===== config.mk =====
export PLATFORM = sky130hd
export DESIGN_NAME = voice_slot_scheduler
export DESIGN_NICKNAME = d
export VERILOG_FILES = /design/src/rtl/voice_slot_scheduler.sv
export SDC_FILE = /design/constraint.sdc
export NUM_CORES = 2
export LEC_CHECK = 0
export BUFFER_PORTS_ARGS = -buffer_cell sky130_fd_sc_hd__buf_2
export CORE_MARGIN = 2
export CORE_UTILIZATION = 36
export CTS_CLUSTER_SIZE = 16
export DETAILED_ROUTE_END_ITERATION = 12
export PLACE_DENSITY = 0.55
export SYNTH_ARGS = -nofsm -noshare
export SYNTH_HDL_FRONTEND = slang
export SYNTH_SLANG_ARGS = --single-unit

===== constraint.sdc =====
create_clock -name clk -period 5.75 [get_ports clk]
set_input_delay 0.2875 -clock clk [delete_from_list [all_inputs] [get_ports clk]]
set_output_delay 0.2875 -clock clk [all_outputs]
set_load 0.005 [all_outputs]

===== src/rtl/voice_slot_scheduler.sv =====
// Polyphonic voice slot scheduler.
// Holds NVOICES phase accumulators and issues one voice per clk_en cycle, in
// round-robin order, to a shared pipelined sine datapath. A small command FSM
// scans the voice table to retrigger, allocate or free voices on note-on and
// note-off requests.
module voice_slot_scheduler #(
    parameter int NVOICES = 10,
    parameter int VIDX_W  = 4,
    parameter int PHASE_W = 24
) (
    input  logic               clk,
    input  logic               rst,
    input  logic               clk_en,
    input  logic               i_cmd_valid,
    output logic               o_cmd_ready,
    input  logic               i_cmd_on,
    input  logic [6:0]         i_cmd_midi,
    input  logic [PHASE_W-1:0] i_cmd_inc,
    input  logic               i_all_off,
    output logic [PHASE_W-1:0] o_phase,
    output logic [6:0]         o_midi,
    output logic               o_valid,
    output logic [VIDX_W-1:0]  o_voice,
    output logic               o_drop
);

    localparam logic [VIDX_W-1:0] LAST_SLOT = VIDX_W'(NVOICES - 1);

    typedef enum logic [1:0] {
        ST_IDLE,
        ST_SEARCH,
        ST_COMMIT
    } state_t;

    // Voice table
    logic               active_tab [NVOICES];
    logic [6:0]         midi_tab   [NVOICES];
    logic [PHASE_W-1:0] inc_tab    [NVOICES];
    logic [PHASE_W-1:0] phase_tab  [NVOICES];

    // Round-robin issue pointer
    logic [VIDX_W-1:0]  slot;

    // Command FSM state and latched command
    state_t             state;
    logic [VIDX_W-1:0]  k;
    logic               cmd_on;
    logic [6:0]         cmd_midi;
    logic [PHASE_W-1:0] cmd_inc;
    logic               match_found;
    logic [VIDX_W-1:0]  match_idx;
    logic               free_found;
    logic [VIDX_W-1:0]  free_idx;

    // Decoded table writes for the COMMIT cycle
    logic               in_commit;
    logic               do_retrig;
    logic               do_alloc;
    logic               do_off;
    logic               do_drop;
    logic [VIDX_W-1:0]  commit_idx;

    assign o_cmd_ready = (state == ST_IDLE);

    assign in_commit  = (state == ST_COMMIT);
    assign do_retrig  = in_commit &&  cmd_on &&  match_found;
    assign do_alloc   = in_commit &&  cmd_on && !match_found &&  free_found;
    assign do_drop    = in_commit &&  cmd_on && !match_found && !free_found;
    assign do_off     = in_commit && !cmd_on &&  match_found;
    assign commit_idx = match_found ? match_idx : free_idx;

    // Command FSM: accept, scan one slot per cycle, then commit for one cycle.
    always_ff @(posedge clk) begin
        // NOTE: all state in clocked blocks is assigned with <= so every
        // register samples the pre-edge values of the others.
        if (!rst) begin
            state       <= ST_IDLE;
            k           <= '0;
            cmd_on      <= 1'b0;
            cmd_midi    <= '0;
            cmd_inc     <= '0;
            match_found <= 1'b0;
            match_idx   <= '0;
            free_found  <= 1'b0;
            free_idx    <= '0;
            o_drop      <= 1'b0;
        end else if (i_all_off) begin
            // Panic discards any command in flight without reporting a drop.
            state  <= ST_IDLE;
            o_drop <= 1'b0;
        end else begin
            o_drop <= 1'b0;
            case (state)
                ST_IDLE: begin
                    if (i_cmd_valid) begin
                        cmd_on      <= i_cmd_on;
                        cmd_midi    <= i_cmd_midi;
                        cmd_inc     <= i_cmd_inc;
                        k           <= '0;
                        match_found <= 1'b0;
                        free_found  <= 1'b0;
                        state       <= ST_SEARCH;
                    end
                end
                ST_SEARCH: begin
                    if (active_tab[k] && (midi_tab[k] == cmd_midi) && !match_found) begin
                        match_found <= 1'b1;
                        match_idx   <= k;
                    end
                    if (!active_tab[k] && !free_found) begin
                        free_found <= 1'b1;
                        free_idx   <= k;
                    end
                    if (k == LAST_SLOT) begin
                        state <= ST_COMMIT;
                    end else begin
                        k <= k + VIDX_W'(1);
                    end
                end
                ST_COMMIT: begin
                    o_drop <= do_drop;
                    state  <= ST_IDLE;
                end
                default: state <= ST_IDLE;
            endcase
        end
    end

    // Voice table and issue path: round-robin issue, then commit and panic writes.
    always_ff @(posedge clk) begin
        if (!rst) begin
            // NOTE: the table is small and must start silent, so every entry
            // is cleared explicitly; this keeps it in flops rather than RAM.
            for (int i = 0; i < NVOICES; i++) begin
                active_tab[i] <= 1'b0;
                midi_tab[i]   <= '0;
                inc_tab[i]    <= '0;
                phase_tab[i]  <= '0;
            end
            slot    <= '0;
            o_voice <= '0;
            o_valid <= 1'b0;
            o_midi  <= '0;
            o_phase <= '0;
        end else begin
            if (clk_en) begin
                o_voice <= slot;
                o_valid <= active_tab[slot] && !i_all_off;
                o_midi  <= midi_tab[slot];
                o_phase <= phase_tab[slot];
                if (active_tab[slot]) begin
                    phase_tab[slot] <= phase_tab[slot] + inc_tab[slot];
                end
                slot <= (slot == LAST_SLOT) ? '0 : slot + VIDX_W'(1);
            end

            // NOTE: later non-blocking writes to the same entry override
            // earlier ones, so the order below sets the priority:
            // issue update < commit write < panic clear.
            if (do_retrig) begin
                inc_tab[commit_idx]   <= cmd_inc;
                phase_tab[commit_idx] <= '0;
            end
            if (do_alloc) begin
                active_tab[commit_idx] <= 1'b1;
                midi_tab[commit_idx]   <= cmd_midi;
                inc_tab[commit_idx]    <= cmd_inc;
                phase_tab[commit_idx]  <= '0;
            end
            if (do_off) begin
                active_tab[commit_idx] <= 1'b0;
                phase_tab[commit_idx]  <= '0;
            end
            if (i_all_off) begin
                for (int i = 0; i < NVOICES; i++) begin
                    active_tab[i] <= 1'b0;
                    phase_tab[i]  <= '0;
                end
            end
        end
    end

endmodule


==> results.tsv <==
stage	metric	value	unit
place	routabilityCongestion	0.844	
cells_and_area	ff_latch_area	24900	um2
timing	min_period_over_period	89.9	%
detailed_routing	antenna_left	0	
place	port_buffers	74	
grt	grt_usage	22.7	%
cells_and_area	multi_input_area	17500	um2
timing	setup_tns	0	ps
detailed_routing	via_per_inst	5.71	
cells_and_area	areaGrowthSynthToFinish	15.1	%
place	dp_hpwl	85000	um
grt	grt_max_degree	126	
critical_path	crit_chain	buf_12 > buf_12 > mux4_2 > mux4_2 > ha_1 > nand3_1 > o22ai_1 > a221oi_1 > o31ai_2 > buf_4 > a21o_1 > o41a_1 > xnor2_1 > a211oi_1	
critical_path	start_kind	flop	
timing	hold_slack	170	ps
place	dp_slack	625	ps
clock_tree	cts.sinks	993	
floorplan	die_w	352	um
critical_path	worst_ep_arrival_time	5720	ps
critical_path	slowest_delay	680	ps
floorplan	die_y	352	um
clock_tree	tritoncts	built	
grt	first_global_vias	30207	
critical_path	crit_family	compound AO/OA/AOI/OAI gates	
timing	fin_worst_skew	37.1	ps
cells_and_area	final_util	41.7	%
synthesis	synth_edf_count	503	
synthesis	yosysWarnings	0	
timing	finalHoldViolCount	0	
clock_tree	cts_root_buf	clkbuf_16	
timing	fmax	193	MHz
floorplan	io_pins	75	
clock_tree	cts_max_path_buffers	3	
clock_tree	clk_latency	710	ps
timing	final-setup-viol-count	0	
grt	use_met1	31.1	%
synthesis	ys_types	67	
detailed_routing	drc	0	
synthesis	syn_avg_cell_area	12.0	um2
synthesis	ys_seq_area_share	57.3	%
timing	finalMaxSlewViolations	0	
floorplan	num_rows	127	
detailed_routing	vias	30761	
synthesis	syn-cell-area	43500	um2
synthesis	synth_area_leaders	edfxtp_1 (35%), dfxtp_1 (23%), mux4_2 (16%), nand2_1 (4.5%), a21oi_1 (4.1%)	
timing	min_period	5170	ps
cells_and_area	num_antenna_cells	0	
detailed_routing	detail_route.wl_per_cell	26.1	um
clock_tree	postCtsSetupBuffers	0	
synthesis	syn_inst	3640	
power_and_ir_drop	p_per_area	311	nW/um2
grt	antenna_found_initial	0	
detailed_routing	firstDrtPassIters	5	
cells_and_area	num-fill-cells	11111	
detailed_routing	drt_wl_total	141000	um
floorplan	initial_core_util	36.3	%
synthesis	netlist.area_leader.share	34.7	%
clock_tree	h-tree-depth	3	
synthesis	syn_nets	3703	
power_and_ir_drop	ir_drop	256	uV
power_and_ir_drop	power	15600	uW
detailed_routing	first_iter_violations	3472	
grt	use_met2	37.0	%
critical_path	crit_buf_inv	3	
critical_path	required	6300	ps
timing	layout_setup_ws	578	ps
critical_path	cp_max_fo	20	
critical_path	endpoint_kind	flop	
cells_and_area	drive_gt1_share	20.4	%
synthesis	yosys_most_used_dff	edfxtp_1	
synthesis	synth.ff_latch_count	993	
worst_hold_path	hp-class	input pin to flop	
grt	grt_pass1_wl	206000	um
grt	grt-ovfl-total	0	
timing	slew_headroom	16.7	%
floorplan	fp.coreArea	120000	um2
grt	grt_util_met3	3.94	%
outcome	outcome	finished, final reports clean	
critical_path	crit_slowest_cell	o41a_1	
clock_tree	clk_pin_slew	60	ps
timing	rsz0062_at_grt	no	
cells_and_area	nNetsFinal	3752	
grt	grt_busiest_layer	met2	
run	cap_viol_max_count	0	
power_and_ir_drop	leakage	0.0163	uW
critical_path	crit_type	flop to flop	
synthesis	yosysMostFrequentCell	nand2_1	
synthesis	yosys-top-cells-count	nand2_1 (519), edfxtp_1 (503), dfxtp_1 (490)	
floorplan	dieArea	124000	um2
timing	worstMarginPinSlew	1250	ps
synthesis	async_flop_share	0	%
clock_tree	cts_made_buffers	104	
synthesis	yosysTopAreaCell	edfxtp_1	
layout make-up:
cell class	instances	share of cell area, %
Sequential cell	993	49.8
Tap cell	1612	4.03
Multi-Input combinational cell	2306	35.0
Clock inverter	53	1.25
Timing Repair Buffer	241	3.76
Clock buffer	138	5.87
Inverter	43	0.327
power breakdown:
part	total [uW]	leakage, uW	switching, uW	internal [uW]
Combinational	948	0.00609	572	376
Clock	7060	0.00173	2930	4130
Sequential	7550	0.00848	56.6	7500
kinds of logic after synthesis:
group	share of synthesized area, %
mux	17.8
simple gates	12.9
flops	57.3
compound gates	7.43
fa+ha+maj	0.765
buf+inv	3.30
xor+xnor	0.581
worst paths after layout:
path / to / from / cells after the start / slack (ps)
worst min register to register: phase_tab[14][15] / phase_tab[14][15] / 2 / 450
worst min-delay path: o_phase[1] / clk_en / 3 / 170
worst max register to register: phase_tab[13][23] / flop / 14 / 580
worst max-delay path: phase_tab[13][23] / flop / 14 / 580
flip-flops by register name (all words and copies together), names as in the netlist, named ones only:
| name | cells |
|---|---|
| o_midi | 7 |
| o_drop | 1 |
| free_found | 1 |
| midi_tab | 112 |
| active_tab | 16 |
| cmd_on | 1 |
| cmd_midi | 7 |
| match_idx | 4 |
| free_idx | 4 |
| slot | 4 |
| cmd_inc | 24 |
| state | 2 |
| match_found | 1 |
| o_voice | 4 |
| o_phase | 24 |
| phase_tab | 384 |
| inc_tab | 384 |
| o_valid | 1 |
| k | 4 |
what timing repair did:
item                                    in CTS  in global routing
hold buffers                                33                  0
endpoints found under the setup margin       0                  0
endpoints found under the hold margin       33                  0
gates resized for setup                      0                  0
worst register-to-register path: stages, from the launching register on:
cell,delay (ps)
dfxtp_4,630
buf_12,270
buf_12,190
mux4_2,510
mux4_2,530
ha_1,410
nand3_1,110
o22ai_1,150
a221oi_1,310
o31ai_2,120
buf_4,170
a21o_1,180
o41a_1,680
xnor2_1,630
a211oi_1,150
through the flow:
stage / std cells / area (um2)
after floorplan: 3640 / 43500
after global routing: 5386 / 50100
after detailed placement: 5162 / 46200
after CTS: 5386 / 50100
after global placement: 5162 / 46200
final: 5386 / 50100
metal layers:
metal	share of wire, %	routed length (um)
met4	2.6	3620
met5	0	0
met2	47	66600
met1	42	59200
met3	8.0	11300
cells in the final DEF (no fill, tap or decap), types with 20 or more instances in the layout:
master         count
a21oi_1          359
nand2_1          510
nand3_1          225
dfxtp_1          483
inv_1             42
edfxtp_1         503
nor2_4            21
dlygate4sd3_1     33
clkbuf_16        110
mux4_2           313
a32o_1            24
o31ai_1           21
nor2_1           427
ha_1              25
buf_4            121
mux2i_1           66
clkbuf_1          20
buf_2             73
Power figures use the tool's default switching activity.
